File: src/rtl/io_bus_arbiter.sv
// Two-master round-robin arbiter for the single memory-mapped IO peripheral.
// Each access runs SETUP -> WAIT (reads only) -> RESP; all outputs are registered from next-state.
module io_bus_arbiter #(
  parameter int READ_WAIT = 1
) (
  input  logic        clk,
  input  logic        reset,
  input  logic        m0_req,
  input  logic        m0_we,
  input  logic [1:0]  m0_addr,
  input  logic [31:0] m0_wdata,
  output logic        m0_ack,
  output logic [31:0] m0_rdata,
  input  logic        m1_req,
  input  logic        m1_we,
  input  logic [1:0]  m1_addr,
  input  logic [31:0] m1_wdata,
  output logic        m1_ack,
  output logic [31:0] m1_rdata,
  output logic        pRead,
  output logic        pWrite,
  output logic [1:0]  addr,
  output logic [31:0] pWriteData,
  input  logic [31:0] pReadData,
  output logic        busy,
  output logic [1:0]  grant
);

  localparam logic [3:0] READ_WAIT_L = 4'(READ_WAIT);

  typedef enum logic [1:0] {
    ST_IDLE  = 2'd0,
    ST_SETUP = 2'd1,
    ST_WAIT  = 2'd2,
    ST_RESP  = 2'd3
  } state_t;

  state_t      state_q, state_d;
  logic        last_q, last_d;
  logic        owner_q, owner_d;
  logic        we_q, we_d;
  logic [1:0]  lat_addr_q, lat_addr_d;
  logic [31:0] lat_wdata_q, lat_wdata_d;
  logic [3:0]  cnt_q, cnt_d;
  logic        capture_s;
  logic        win_s;

  logic        pread_q, pread_d;
  logic        pwrite_q, pwrite_d;
  logic [1:0]  addr_q, addr_d;
  logic [31:0] pwdata_q, pwdata_d;
  logic        busy_q, busy_d;
  logic [1:0]  grant_q, grant_d;
  logic [1:0]  ack_q, ack_d;
  logic [31:0] rdata0_q, rdata0_d;
  logic [31:0] rdata1_q, rdata1_d;
  logic        drive_s;
  logic [1:0]  owner_oh_s;

  // Next-state: arbitration, request latching and the read wait counter.
  always_comb begin
    state_d     = state_q;
    last_d      = last_q;
    owner_d     = owner_q;
    we_d        = we_q;
    lat_addr_d  = lat_addr_q;
    lat_wdata_d = lat_wdata_q;
    cnt_d       = cnt_q;
    capture_s   = 1'b0;
    win_s       = 1'b0;
    case (state_q)
      ST_IDLE: begin
        // On a tie the master that did not own the previous access wins.
        if (m0_req && m1_req) begin
          win_s = ~last_q;
        end else if (m1_req) begin
          win_s = 1'b1;
        end else begin
          win_s = 1'b0;
        end
        if (m0_req || m1_req) begin
          state_d     = ST_SETUP;
          owner_d     = win_s;
          last_d      = win_s;
          we_d        = win_s ? m1_we    : m0_we;
          lat_addr_d  = win_s ? m1_addr  : m0_addr;
          lat_wdata_d = win_s ? m1_wdata : m0_wdata;
        end else begin
          state_d = ST_IDLE;
        end
      end
      ST_SETUP: begin
        if (we_q) begin
          state_d = ST_RESP;
        end else begin
          state_d = ST_WAIT;
          cnt_d   = READ_WAIT_L;
        end
      end
      ST_WAIT: begin
        if (cnt_q == 4'd1) begin
          capture_s = 1'b1;
          state_d   = ST_RESP;
        end else begin
          cnt_d = cnt_q - 4'd1;
        end
      end
      ST_RESP: begin
        state_d = ST_IDLE;
      end
      default: begin
        state_d = ST_IDLE;
      end
    endcase
  end

  // Output next-values decoded from next-state so the registered outputs align with the state.
  always_comb begin
    drive_s    = (state_d == ST_SETUP) || (state_d == ST_WAIT);
    owner_oh_s = owner_d ? 2'b10 : 2'b01;
    pread_d    = ((state_d == ST_SETUP) && !we_d) || (state_d == ST_WAIT);
    pwrite_d   = (state_d == ST_SETUP) && we_d;
    addr_d     = drive_s ? lat_addr_d : 2'b00;
    pwdata_d   = drive_s ? lat_wdata_d : 32'h0000_0000;
    busy_d     = (state_d != ST_IDLE);
    grant_d    = busy_d ? owner_oh_s : 2'b00;
    ack_d      = (state_d == ST_RESP) ? owner_oh_s : 2'b00;
    rdata0_d   = rdata0_q;
    rdata1_d   = rdata1_q;
    if (capture_s) begin
      if (owner_q) begin
        rdata1_d = pReadData;
      end else begin
        rdata0_d = pReadData;
      end
    end else begin
      rdata0_d = rdata0_q;
      rdata1_d = rdata1_q;
    end
  end

  // Control state and latched request; reset abandons any access in flight.
  always_ff @(posedge clk or negedge reset) begin
    if (!reset) begin
      state_q     <= ST_IDLE;
      last_q      <= 1'b1;
      owner_q     <= 1'b0;
      we_q        <= 1'b0;
      lat_addr_q  <= 2'b00;
      lat_wdata_q <= 32'h0000_0000;
      cnt_q       <= 4'd0;
    end else begin
      state_q     <= state_d;
      last_q      <= last_d;
      owner_q     <= owner_d;
      we_q        <= we_d;
      lat_addr_q  <= lat_addr_d;
      lat_wdata_q <= lat_wdata_d;
      cnt_q       <= cnt_d;
    end
  end

  // Registered bus, handshake and read-data outputs.
  always_ff @(posedge clk or negedge reset) begin
    if (!reset) begin
      pread_q  <= 1'b0;
      pwrite_q <= 1'b0;
      addr_q   <= 2'b00;
      pwdata_q <= 32'h0000_0000;
      busy_q   <= 1'b0;
      grant_q  <= 2'b00;
      ack_q    <= 2'b00;
      rdata0_q <= 32'h0000_0000;
      rdata1_q <= 32'h0000_0000;
    end else begin
      pread_q  <= pread_d;
      pwrite_q <= pwrite_d;
      addr_q   <= addr_d;
      pwdata_q <= pwdata_d;
      busy_q   <= busy_d;
      grant_q  <= grant_d;
      ack_q    <= ack_d;
      rdata0_q <= rdata0_d;
      rdata1_q <= rdata1_d;
    end
  end

  assign pRead      = pread_q;
  assign pWrite     = pwrite_q;
  assign addr       = addr_q;
  assign pWriteData = pwdata_q;
  assign busy       = busy_q;
  assign grant      = grant_q;
  assign m0_ack     = ack_q[0];
  assign m1_ack     = ack_q[1];
  assign m0_rdata   = rdata0_q;
  assign m1_rdata   = rdata1_q;

endmodule
File: config.mk
export PLATFORM = sky130hd
export DESIGN_NAME = io_bus_arbiter
export DESIGN_NICKNAME = d
export VERILOG_FILES = /design/src/rtl/io_bus_arbiter.sv
export SDC_FILE = /design/constraint.sdc
export NUM_CORES = 1
export LEC_CHECK = 0
export CAP_MARGIN = 0
export CORE_ASPECT_RATIO = 1.5
export CORE_MARGIN = 10
export CORE_UTILIZATION = 46
export DETAILED_ROUTE_END_ITERATION = 8
export GPL_ROUTABILITY_DRIVEN = 0
export PLACE_DENSITY = 0.81
export SLEW_MARGIN = 20
export SYNTH_ARGS = -nofsm -noshare
export SYNTH_HDL_FRONTEND = slang
export SYNTH_SLANG_ARGS = --single-unit
File: constraint.sdc
create_clock -name clk -period 2.2 [get_ports clk]
set_input_delay 0.22 -clock clk [delete_from_list [all_inputs] [get_ports clk]]
set_output_delay 0.22 -clock clk [all_outputs]
set_load 0.1 [all_outputs]
# --- Yosys cells after proc, flatten, opt, wreduce, memory -nomap -nowiden ---
# Cells that the tools add are included.
op_classes:
  eq_ne: 9
  mux: 28
  n_addsub: 1
  reduce_logical: 14
  bitwise_logic: 2
op_table:
  columns: ["op", "n"]
  rows:
  - ["$mux 32", 4]
  - ["$mux 2", 8]
  - ["$mux 1", 12]
  - ["$eq 2x2->1 const B", 4]
  - ["$mux 4", 2]
  - ["$pmux 2 s4", 1]
  - ["$pmux 4 s2", 1]
  - ["$reduce_and 2->1", 3]
  - ["$eq 2x1->1 const B", 2]
  - ["$eq 4x1->1 const B", 1]
  - ["$ne 2x2->1 const B", 2]
  - ["$reduce_bool 2->1", 2]
  - ["$sub 4x1->4 const B", 1]
  - ["$logic_and 1x1->1", 3]
  - ["$logic_or 1x1->1", 3]
  - ["$reduce_and 3->1", 1]
  - ["$logic_not 2->1", 1]
  - ["$not 1->1", 2]
  - ["$logic_not 1->1", 1]
totals:
  word_cells: 70
  output_inout_bits: 105
  regBits: 148
  in_bits: 106

# --- Longest topological paths before layout ---
# Gate-level depths: netlist of run 1.
logic_depth:
  depth_word: 9
  ltp_mapped: 10
  depth_no_buf: 8

# --- Worst setup path before layout of run 1 ---
# Ideal clock, no wire load.
synth_path:
  kind: "flip-flop to flip-flop"
  startpoint: "register state_q[0]"
  endpoint: "register pwdata_q[10] (netlist: pWriteData[10])"
  required_time_ns: 2.123
  period_less_slack_ns: 1.998
  path_stages_with_launch: 11
  slack_ns: 0.202
  arrival_ns: 1.920
  setup_ns: 0.077
  n_path_buf: 2
  cell_sequence: "dfrtp_1 > inv_1 > ha_1 > buf_4 > nand4bb_4 > o211ai_1 > o21a_1 > ha_1 > clkbuf_1 > o21ai_0 > a21oi_1"
synth_between:
  elab_chain_len: 5
  elab_cells_between_ends: 11
  cone_classes: "5 x eq/ne; 4 x mux; 2 x reduce/logical"
synth_rtl:
  columns: ["item", "line", "text"]
  rows:
  - ["start, declared", "38", "state_t state_q, state_d;"]
  - ["start signal, assigned", "153", "state_q <= state_d;"]
  - ["$eq 2x2->1, or another cell as far along", "71", "case (state_q)"]
  - ["$pmux 2 s4 *", "71", null]
  - ["named net state_d[0]", "38", null]
  - ["$eq 2x1->1 or $eq 2x2->1 (tied branches)", "119", "drive_s = (state_d == ST_SETUP) || (state_d == ST_WAIT);"]
  - ["$logic_or 1x1->1 *", "119", null]
  - ["$mux 32 *", "124", "pwdata_d = drive_s ? lat_wdata_d : 32'h0000_0000;"]
  - ["named net pwdata_d[10]", "51", "logic [31:0] pwdata_q, pwdata_d;"]
  - ["end signal, assigned", "179", "pwdata_q <= pwdata_d;"]
  - ["end, declared", "51", null]
# Mark *: on every way through the listed nets, which the timed path passes. The rest lies on a longest branch.
# A chain may end at the register's enable or synchronous reset.

# --- Worst setup path after layout of run 1 ---
layout_path:
  startpoint: "register cnt_q[0]"
  endpoint: "register pwdata_q[27] (netlist: pWriteData[27])"
layout_between:
  elab_chain_len: 6
  elab_cells_between_ends: 7
  cone_classes: "3 x eq/ne; 3 x mux; 1 x reduce/logical"
layout_rtl:
  columns: ["item", "line", "text"]
  rows:
  - ["start, declared", "44", "logic [3:0] cnt_q, cnt_d;"]
  - ["start signal, assigned", "159", "cnt_q <= cnt_d;"]
  - ["$eq 4x1->1 *", "101", "if (cnt_q == 4'd1) begin"]
  - ["$mux 2 *", "101", null]
  - ["$pmux 2 s4 *", "71", null]
  - ["named net state_d[0]", "38", null]
  - ["$eq 2x1->1 or $eq 2x2->1 (tied branches)", "119", null]
  - ["$logic_or 1x1->1 *", "119", null]
  - ["$mux 32 *", "124", null]
  - ["named net pwdata_d[27]", "51", null]
# Marked as above.

==> key figures, run 1 <==
Synth
  – Async set-reset flop share out of synthesis: 100.0%
  – Register bit total from synthesis: 148
  – Yosys cell types: 38
  – Post-Syn Area: 6195 sq um
  – Syn_nets: 593
  – Synth area leaders: dfrtp_1 59%, mux2_4 7.3%, mux2_2 6.2%, a21oi_1 5.7%, mux2i_1 5.5%
  – Ys flop type: dfrtp_1
  – Synth warnings: 0
  – Syn avg cell area: 12.99 sq um
  – Top cell type's share of synthesized area: 59.38%
  – Post-synthesis sequential area ratio: 59.81%
  – Mapped Cells: 477
  – Post-synth top area cell: dfrtp_1
  – EDFF count, synth: 0

Worst setup path
  – R2r setup slk: 0.16 ns
  – Reg2reg end: pWriteData[27]$_DFF_PN0_
  – Crit-path leading delay family: adder cells
  – CP Capture Type: flip-flop
  – Slowest-stage cell, CP: dfrtp_1
  – WP depth: 8
  – Worst-path maximum fanout: 34
  – R2r worst-path depth: 8
  – Startpoint Class: flip-flop
  – Crit-path max cell delay: 0.42 ns
  – Worst Setup Path Type: flip-flop to flip-flop
  – Crit path from: cnt_q[0]$_DFFE_PN0P_
  – Required @ worst endpoint: 2.53 ns
  – CP bufs+invs: 1
  – Crit path top cell by count: ha_1
  – Cells along the critical path: ha_1 > nand4bb_4 > o211ai_1 > o21a_1 > ha_1 > buf_12 > o21ai_0 > a21oi_1
  – WP data arrival: 2.37 ns
  – CP endpoint: pWriteData[27]$_DFF_PN0_
  – R2R Path Start: cnt_q[0]$_DFFE_PN0P_

Clock network
  – TritonCTS clock tree: built
  – Clk sinks: 148
  – Maximum root-to-sink buffer count: 2
  – Worst-Skew Late Latency: 0.41 ns
  – Reg clk slew, reported paths: 0.07 ns
  – Num CTS Buffers: 17
  – H-tree Lvls: 4
  – Root buffer cell: clkbuf_16

Cells and area
  – Multi-input gate area: 2296 sq um
  – FF+latch area: 3705 sq um
  – Area delta synth->final: 42.64%
  – Fillcell total: 939
  – Layout cells sized above 1: 31.86%
  – Commonest non-fill, non-tap cell in the layout: dfrtp_1
  – Ant diodes: 0
  – Final nets: 806
  – Leading cell types in the layout, fill and taps excluded: 147 x dfrtp_1, 110 x buf_4, 104 x clkdlybuf4s50_1

GRT
  – Vias in the first global route: 4837
  – Global-route wire length before repair: 26090 microns
  – Largest net degree at the start of global routing: 67
  – Grt total ovfl: 0
  – Initial antenna violation count: 0
  – GRT Total Usage: 17.58%

Run
  – Max-cap viol count: 0

Detailed routing
  – Vias: 4483
  – Via/cell ratio: 5.201
  – Wire length per cell: 19.06 microns
  – 1st-iter DRT viols: 238
  – Detailed Routing Iterations Pass 1: 4
  – Final ANT Viol Nets: 0
  – # DRC: 0
  – Routed Wire Length: 16430 microns

STA
  – Crit share post-route: 92.74%
  – RSZ-0062 raised after global routing: no
  – Setup violators final: 0
  – Layout Skew: 0.009603 ns
  – Hold Vio Cnt, Final: 0
  – Achievable Freq: 490.1 MHz
  – Slew @ Worst Pin: 0.6162 ns
  – Relative slew slack: 58.92%
  – Final Critical Period: 2.040 ns
  – Final setup margin: 0.1596 ns
  – Max-slew violation count: 0

Floorplan
  – Starting density of the core: 47.36%
  – Placeable Area: 13080 sq um
  – Chip height: 162.1 microns
  – I/O pin cnt: 211
  – Die Area: 18600 sq um
  – Die span in x: 114.8 microns
  – Core Rows: 51

Place
  – Post-DP HPWL: 12240 microns
  – Pre-CTS setup slack: -0.003570 ns
  – I/O Buffers: 210

Outcome
  – Status: finished, final reports clean

Min path
  – Hold WC Path Type: input pin to asynchronous set/reset pin
-- cell families after synthesis --
| group | share of synthesized area, % |
|---|---|
| buf+inv | 3.494 |
| fa+ha+maj | 2.020 |
| simple gates | 5.009 |
| compound gates | 10.73 |
| mux | 18.95 |
| flops | 59.81 |
-- cell type report --
| cell class | instances | area share (%) |
|---|---|---|
| inverter | 9 | 0.3823 |
| sequential | 148 | 41.93 |
| tap | 159 | 2.251 |
| clock buffer | 18 | 4.970 |
| timing repair buffer | 223 | 22.95 |
| multi-input combinational | 291 | 25.98 |
| clock inverter | 14 | 1.529 |
-- metrics by stage --
stage	setup TNS [ns]	instances	utilization [%]	hold slack, ns	area (sq um)
after floorplan	0	477	-	-0.07559	6195
after global placement	0	827	62.85	0.2515	8222
after detailed placement	-0.003570	827	62.85	0.2600	8222
after CTS	0	860	67.34	0.3854	8808
after global routing	0	862	67.55	0.4216	8836
final	0	862	67.55	0.3816	8836
-- cell usage after synthesis (all sizes together), types with 3 or more instances --
| cell | instances |
|---|---|
| dfrtp | 147 |
| nor2b | 4 |
| buf | 19 |
| inv | 9 |
| nor2 | 39 |
| mux2i | 34 |
| and2 | 3 |
| o211ai | 3 |
| a21oi | 71 |
| nand2 | 4 |
| clkbuf | 10 |
| mux2 | 64 |
| ha | 10 |
| o21ai | 38 |
-- state kept, by name, summed over array words and instances (netlist names) --
signal,cells
m1_rdata,32
pRead,1
owner_q,1
last_q,1
pWrite,1
lat_addr_q,2
state_q,2
we_q,1
pWriteData,32
busy,1
m0_rdata,32
grant,2
ack_q,2
addr,2
cnt_q,4
lat_wdata_q,32
-- worst min path at each step --
| stage | end | slack [ns] | startpoint | depth (start not counted) |
|---|---|---|---|---|
| 6_report | m0_rdata[15]$_DFFE_PN0P_ | 0.38 | reset | 2 |
| 5_1_grt | m0_rdata[15]$_DFFE_PN0P_ | 0.42 | reset | 2 |
| 4_1_cts | m1_rdata[18]$_DFFE_PN0P_ | 0.39 | reset | 2 |
| 3_5_place_dp | m1_rdata[18]$_DFFE_PN0P_ | 0.26 | reset | 1 |
| 3_3_place_gp | m1_rdata[18]$_DFFE_PN0P_ | 0.25 | reset | 1 |
| 2_1_floorplan | ack_q[0]$_DFF_PN0_ | -0.08 | reset | 0 |
-- per-layer routing --
layer	up-vias	share of wire, %	global-route usage [%]
met4	0	1.0	5.530
li1	2100	-	-
met2	208	47	27.03
met3	12	9.7	7.485
met1	2163	42	21.82
met5	-	0	0
-- timing repair --
item                                    CTS  global route
buffers inserted                          0             2
endpoints found under the setup margin    6            34
hold buffers                              1             0
endpoints found under the hold margin    64             0
gates resized for setup                   1             3
Power of run 1 is left out: the tool's default activity adds up to more than one toggle a clock period on the data nets, which glitch-free logic cannot reach.
==> inputs of run 2 (changes only) <==
- CELL_PAD_IN_SITES_DETAIL_PLACEMENT: unset -> 2
- CELL_PAD_IN_SITES_GLOBAL_PLACEMENT: unset -> 2
- CORE_UTILIZATION: 46 -> 29
- PLACE_DENSITY: 0.81 -> unset
- PLACE_DENSITY_LB_ADDON: unset -> 0.1
- SLEW_MARGIN: 20 -> unset
- TNS_END_PERCENT: unset -> 100
==> key figures, run 2 (same netlist as run 1, synthesis figures left out) <==
Detailed routing
  – Final ANT Viol Nets: 0
  – # DRC: 0
  – Vias: 4586
  – Detailed Routing Iterations Pass 1: 4
  – Via/cell ratio: 4.699
  – Routed Wire Length: 20290 microns
  – Wire length per cell: 20.79 microns
  – 1st-iter DRT viols: 149

GRT
  – Vias in the first global route: 5398
  – GRT Total Usage: 14.57%
  – Largest net degree at the start of global routing: 70
  – Grt total ovfl: 0
  – Global-route wire length before repair: 31530 microns
  – Initial antenna violation count: 0

Clock network
  – Maximum root-to-sink buffer count: 2
  – Root buffer cell: clkbuf_16
  – Reg clk slew, reported paths: 0.06 ns
  – Clk sinks: 148
  – TritonCTS clock tree: built
  – Worst-Skew Late Latency: 0.43 ns
  – H-tree Lvls: 4
  – Num CTS Buffers: 17

Worst setup path
  – CP endpoint: pRead$_DFF_PN0_
  – R2R Path Start: cnt_q[1]$_DFFE_PN0P_
  – WP data arrival: 2.35 ns
  – R2r setup slk: 0.16 ns
  – R2r worst-path depth: 8
  – CP Capture Type: flip-flop
  – Crit path from: cnt_q[1]$_DFFE_PN0P_
  – Required @ worst endpoint: 2.51 ns
  – Worst-path maximum fanout: 4
  – Worst Setup Path Type: flip-flop to flip-flop
  – Startpoint Class: flip-flop
  – Reg2reg end: pRead$_DFF_PN0_

Cells and area
  – Area delta synth->final: 46.35%
  – Layout cells sized above 1: 32.34%
  – Leading cell types in the layout, fill and taps excluded: 147 x dfrtp_1, 115 x buf_4, 104 x clkdlybuf4s50_1
  – Commonest non-fill, non-tap cell in the layout: dfrtp_1
  – FF+latch area: 3705 sq um
  – Final nets: 811
  – Fillcell total: 2153
  – Ant diodes: 0
  – Multi-input gate area: 2305 sq um

Floorplan
  – Chip height: 199 microns
  – Die span in x: 139.3 microns
  – Die Area: 27730 sq um
  – Starting density of the core: 29.41%
  – I/O pin cnt: 211
  – Placeable Area: 21060 sq um
  – Core Rows: 65

Run
  – Max-cap viol count: 0

Outcome
  – Status: finished, final reports clean

STA
  – Final Critical Period: 2.039 ns
  – Slew @ Worst Pin: 0.5094 ns
  – Relative slew slack: 65.93%
  – Setup TNS Final: 0 ns
  – Setup violators final: 0
  – RSZ-0062 raised after global routing: no
  – Layout Skew: 0.008786 ns
  – Hold Vio Cnt, Final: 0
  – Crit share post-route: 92.68%
  – Achievable Freq: 490.4 MHz
  – Max-slew violation count: 0

Place
  – Post-DP HPWL: 15100 microns
  – I/O Buffers: 210

Min path
  – Hold WC Path Type: input pin to asynchronous set/reset pin
==> run 2: changes by cell type in the layout (fill, tap and decap cells not counted), sizes merged <==
| cell | change |
|---|---|
| clkinvlp | +6 |
| buf | +4 |
| bufinv | +4 |
| inv | -10 |
| clkbuf | +2 |
| clkinv | -1 |
==> run 2: critical path: stages, from the launching register on <==
cell	delay, ns
dfrtp_1	0.38
inv_1	0.08
ha_1	0.24
nand4bb_4	0.14
o211ai_1	0.13
o21a_2	0.25
ha_1	0.23
nor3b_1	0.16
a311o_1	0.32
==> run 2: stage by stage <==
step | hold slack (ns) | cell area, sq um | utilization [%] | worst slack [ns] | instances
final | 0.3061 | 9066 | 43.04 | 0.1610 | 976
after CTS | 0.3177 | 9015 | 42.80 | 0.05886 | 974
after global placement | 0.1990 | 8388 | 39.82 | 0.2044 | 941
after floorplan | -0.07559 | 6195 | - | 0.2024 | 477
after global routing | 0.3338 | 9066 | 43.04 | 0.007611 | 976
after detailed placement | 0.2066 | 8388 | 39.82 | 0.07669 | 941
==> run 2: timing repair <==
action / 4_1_cts / 5_1_grt
gates resized for setup: 0 / 6
endpoints found under the setup margin: 0 / 35
hold buffers: 1 / 0
buffers inserted: 0 / 1
hold endpoints to repair: 45 / 0
==> run 2: metal layers <==
layer	GRT usage (%)	vias to the layer above	wire length, microns
li1	-	2104	-
met2	27.32	124	11630
met1	14.95	2346	7405
met4	5.231	0	312
met3	4.200	12	946
met5	0	-	0
==> run 2: area by class of cell <==
type | count | share of cell area [%]
clock buffers | 19 | 4.775
clock inverters | 13 | 2.029
inverters | 9 | 0.3726
multi-input cells | 291 | 25.42
flip-flops and latches | 148 | 40.86
well taps | 268 | 3.699
repair buffers | 228 | 22.84
==> run 2: worst min path at each step <==
stage,start,endpoint,slack [ns]
2_1_floorplan,reset,ack_q[0]$_DFF_PN0_,-0.08
3_3_place_gp,reset,m1_rdata[12]$_DFFE_PN0P_,0.20
3_5_place_dp,reset,m0_rdata[12]$_DFFE_PN0P_,0.21
4_1_cts,reset,cnt_q[3]$_DFFE_PN0P_,0.32
5_1_grt,reset,m1_rdata[12]$_DFFE_PN0P_,0.33
6_report,reset,m1_rdata[12]$_DFFE_PN0P_,0.31
Power of run 2 is left out for the same reason.
==> edit 1, RTL diff (flow settings as in run 2) <==
Re-encode `state_t` (4 states) as one-hot, 4 bits wide.
--- a/src/rtl/io_bus_arbiter.sv
+++ b/src/rtl/io_bus_arbiter.sv
@@ -30,7 +30,7 @@
 
-  typedef enum logic [1:0] {
-    ST_IDLE  = 2'd0,
-    ST_SETUP = 2'd1,
-    ST_WAIT  = 2'd2,
-    ST_RESP  = 2'd3
+  typedef enum logic [3:0] {
+    ST_IDLE  = 4'b0001,
+    ST_SETUP = 4'b0010,
+    ST_WAIT  = 4'b0100,
+    ST_RESP  = 4'b1000
   } state_t;
Check against the original RTL: no difference found for any inputs over 10 cycles, from zero or initial values and one cycle with reset low; not proved beyond that.
==> edit 1 against run 2 <==
Non-clock buffer count is 5 lower; routed wire length is 9.1% lower; design area is 1.3% lower; area after synthesis is 2.2% lower; worst setup slack better by 0.13 ns; cell count is 5.3% lower; maximum frequency is 6.8% higher; sequential cell count is 2 higher; synthesized cell count is 11% lower; largest cell class unchanged.
Power is not shown: default switching activity piles up to over one toggle a cycle in this logic, so the estimate is an artifact.
==> edit 1: results (changes against run 2) <==
[status]
outcome = completed

[setup_path]
r2r_setup_slack_ns = 0.29  ; +0.13 ns
cpPeakStageDelay_ns = 0.47  ; +0.09 ns
cpMaxStageDelayCell = or3b_1
startpoint = cnt_q[1]
cp_max_fo = 38  ; +34
rr_worst_depth = 6  ; -2
cp_top_family = simple AND/OR/NAND/NOR gates
crit_path_end = pWriteData[14]

[timing]
finClkSkew_ns = 0.00736  ; -0.00142 ns
worst_pin_slew_ns = 0.464  ; -0.0459 ns

[hold_path]
hp-class = in -> async

[final_layout]
nFillCells = 2080  ; -3.4%
drive_gt1_frac = 0.294  ; -0.0291
layout.nets = 754  ; -7.0%

[detailed_routing]
routed_via_density = 4.59  ; -2.3%
dr.first_iter.drc_count = 112  ; -25%
wl_met3_um = 1040  ; +10%
dr.pass1.iters = 4  ; unchanged
wl_um = 18400  ; -9.1%
top_layer_used = met4
wl_met1_um = 7650  ; +3.2%
wl_met2_um = 9430  ; -19%

[global_route]
grt_pass1_wl_um = 29600  ; -6.1%
track_usage = 0.137  ; -0.00823
met3_usage = 0.0460  ; +0.00395
use_met2 = 0.234  ; -0.0392
grt_max_degree = 59  ; -16%
antenna_found_initial = 2  ; +2
use_met1 = 0.157  ; +0.00724
grt_pass1_vias = 5052  ; -6.4%

[logic_synthesis]
synth_top_flop_cell = dfrtp_1
yosysSeqAreaShare = 0.620  ; +0.0217
synth_common_cells = dfrtp_1, a21o_1, nor2_1
synth_fp_nets = 533  ; -10%
synthTopCellsByArea = dfrtp_1, a21o_1, mux2_4
yosysUniqueCellTypes = 36  ; -5.3%
synthArstFlopShare = 1.00  ; unchanged

[clock_network]
clkLatencyLatePin_ns = 0.42
cts_buffers = 17  ; unchanged
post_cts_buffers = 0  ; unchanged
htree_levels = 4  ; unchanged
path_clk_slew_ns = 0.06  ; about the same

[placement]
place.detailed.hpwl_um = 13700  ; -9.5%

edit 1: kinds of logic after synthesis:
group / Yosys count / share of synthesized area
AOI/OAI and AO/OA: 81 / 0.0981
xor gates and xnor gates: 1 / 0.00145
adders and majority gates: 2 / 0.00413
buffers and inverters: 28 / 0.0272
DFF: 150 / 0.620
muxes: 99 / 0.195
and+or+nand+nor: 64 / 0.0541
edit 1: cell type report:
| class | instances | area, um^2 | area share |
|---|---|---|---|
| sequential | 150 | 3760 | 0.420 |
| tap | 264 | 330 | 0.0369 |
| timing repair buffer | 223 | 2020 | 0.225 |
| antenna | 1 | 2.50 | 0.000280 |
| inverter | 7 | 26.3 | 0.00294 |
| multi-input combinational | 247 | 2170 | 0.242 |
| clock buffer | 19 | 453 | 0.0506 |
| clock inverter | 13 | 200 | 0.0224 |
edit 1: how the worst min path moves through the flow:
| stage | startpoint | end | slack (ns) | cells past startpoint |
|---|---|---|---|---|
| floorplan | reset | ack_q[0] | -0.08 | 0 |
| global placement | reset | m1_rdata[14] | 0.16 | 1 |
| detailed placement | reset | m1_rdata[14] | 0.16 | 1 |
| CTS | reset | m1_rdata[14] | 0.27 | 2 |
| global route | reset | m1_rdata[20] | 0.31 | 2 |
| finish | reset | m1_rdata[14] | 0.27 | 2 |
edit 1: stage by stage:
step	hold WS, ns	util	instance area [um^2]	cells	setup slack, ns
detailed placement	0.157	0.404	8280	890	0.159
CTS	0.268	0.436	8940	923	0.193
global route	0.312	0.437	8950	924	0.0420
global placement	0.160	0.404	8280	890	0.245
finish	0.268	0.437	8950	924	0.291
floorplan	-0.0756	-	6060	425	0.408
edit 1: timing repair:
action / in CTS / in global routing
gates resized for setup: 0 / 1
hold endpoints to repair: 38 / 0
hold buffers: 1 / 0
endpoints found under the setup margin: 0 / 2
==> edit 2, RTL diff (config.mk and constraints of run 2) <==
Made on the original files. Make the reset (`reset`) synchronous in 2 clocked blocks.
--- a/src/rtl/io_bus_arbiter.sv
+++ b/src/rtl/io_bus_arbiter.sv
@@ -142,3 +142,3 @@
   // Control state and latched request; reset abandons any access in flight.
-  always_ff @(posedge clk or negedge reset) begin
+  always_ff @(posedge clk) begin
     if (!reset) begin
@@ -163,3 +163,3 @@
   // Registered bus, handshake and read-data outputs.
-  always_ff @(posedge clk or negedge reset) begin
+  always_ff @(posedge clk) begin
     if (!reset) begin
Function: differs if reset is asserted again (counterexample within 4 cycles, from zero or initial values and one cycle with reset low); with reset held inactive, the same outputs for 4 cycles.
==> edit 2 against run 2 <==
Design area is 5.2% lower; worst setup slack worse by 0.082 ns; area after synthesis is 7.3% lower; sequential cell count stayed put; routed wire length is 15% higher; sequential share of layout area is 6.3 points lower.
==> edit 2: results (changes against run 2) <==
[clock_network]
post_cts_buffers = 2  ; +2
htree_levels = 4  ; unchanged
cts_resized = 26  ; +26
cts_buffers = 17  ; unchanged

[detailed_routing]
wl_um = 23400  ; +15%
top_layer_used = met4
wl_met1_um = 9430  ; +27%
routed_via_density = 5.31  ; +13%
dr.first_iter.drc_count = 213  ; +43%
wl_met3_um = 1210  ; +28%
wl_met2_um = 12400  ; +6.3%
dr.pass1.iters = 5  ; +1
wl_per_cell_um = 21.2  ; +1.9%

[setup_path]
cp_max_fo = 8  ; +4
cpPeakStageDelay_ns = 0.37
cpMaxStageDelayCell = o41ai_4
cp.arrival_ns = 2.42  ; +0.07 ns
rr_worst_depth = 9  ; +1
startpoint = state_q[0]

[placement]
pre_cts_ws_ns = -0.174  ; -0.251 ns
place_area_um2 = 7800  ; -7.0%
placedCellCount = 1071  ; +14%
place.detailed.hpwl_um = 16300  ; +7.8%
port_buffers = 210  ; unchanged

[final_layout]
nFillCells = 2125  ; -1.3%
drive_gt1_frac = 0.225  ; -0.0989
n_antenna_cell = 0  ; unchanged
layout.nets = 952  ; +17%
multi_input_area_um2 = 2500  ; +8.6%

[global_route]
grt_pass1_vias = 6531  ; +21%
track_usage = 0.174  ; +0.0286
use_met1 = 0.188  ; +0.0390
grt_pass1_wl_um = 35900  ; +14%
use_met2 = 0.317  ; +0.0434
grt_max_degree = 67  ; -4.3%
met3_usage = 0.0485  ; +0.00646

[hold_path]
hp-class = in -> reg
min_path_cells = 3
worstHoldStart = pReadData[12]

[power_and_ir_drop]
sequentialPowerShare = 0.271
p_leak_nw = 3.23
finalPower_mw = 13.8
ir_worst_vdd_mv = 0.927

[timing]
relSlewSlack = 0.188  ; -0.471
finClkSkew_ns = 0.00977  ; +0.000982 ns

[logic_synthesis]
synth_fp_nets = 765  ; +29%
synth_common_cells = dfxtp_1, a21oi_1, o21ai_0
synthTopCellsByArea = dfxtp_1, a21oi_1, o21ai_0
yosysUniqueCellTypes = 39  ; +2.6%
yosysSeqAreaShare = 0.516  ; -0.0820
avgSynthCellArea_um2 = 8.85  ; -32%
synthArstFlopShare = 0  ; -1.00

[status]
outcome = completed

## edit 2: cell types whose count changed in the layout (fill, tap and decap cells not counted), sizes merged, moves of 3 or more
cell      delta
a21oi       +66
buf          +7
clkinvlp     -3
dfrtp      -147
dfxtp      +148
mux2        -64
mux2i       -34
nand3       +63
nor2        -34
o211ai       -3
o21ai       +98
o32ai       +34
## edit 2: cells by family after synthesis
kind of cell	after synthesis	synth area share
AO/OA/AOI/OAI	322	0.312
flip-flops	148	0.516
AND/OR/NAND/NOR	92	0.0874
buffers and inverters	77	0.0628
adder cells (fa/ha/maj)	10	0.0218
## edit 2: final timing paths
kind	slack [ns]	to
hold reg to reg	0.48	m1_rdata[20]
setup / recovery	0.08	pWriteData[5]
setup reg to reg	0.08	pWriteData[5]
hold / removal	0.40	m1_rdata[12]
## edit 2: area by class of cell
type	instances	share of cell area
clock buffer	19	0.0515
clock inverter	10	0.0213
tap	260	0.0379
inverter	10	0.00437
sequential	148	0.345
timing repair buffer	235	0.248
multi-input combinational	424	0.291
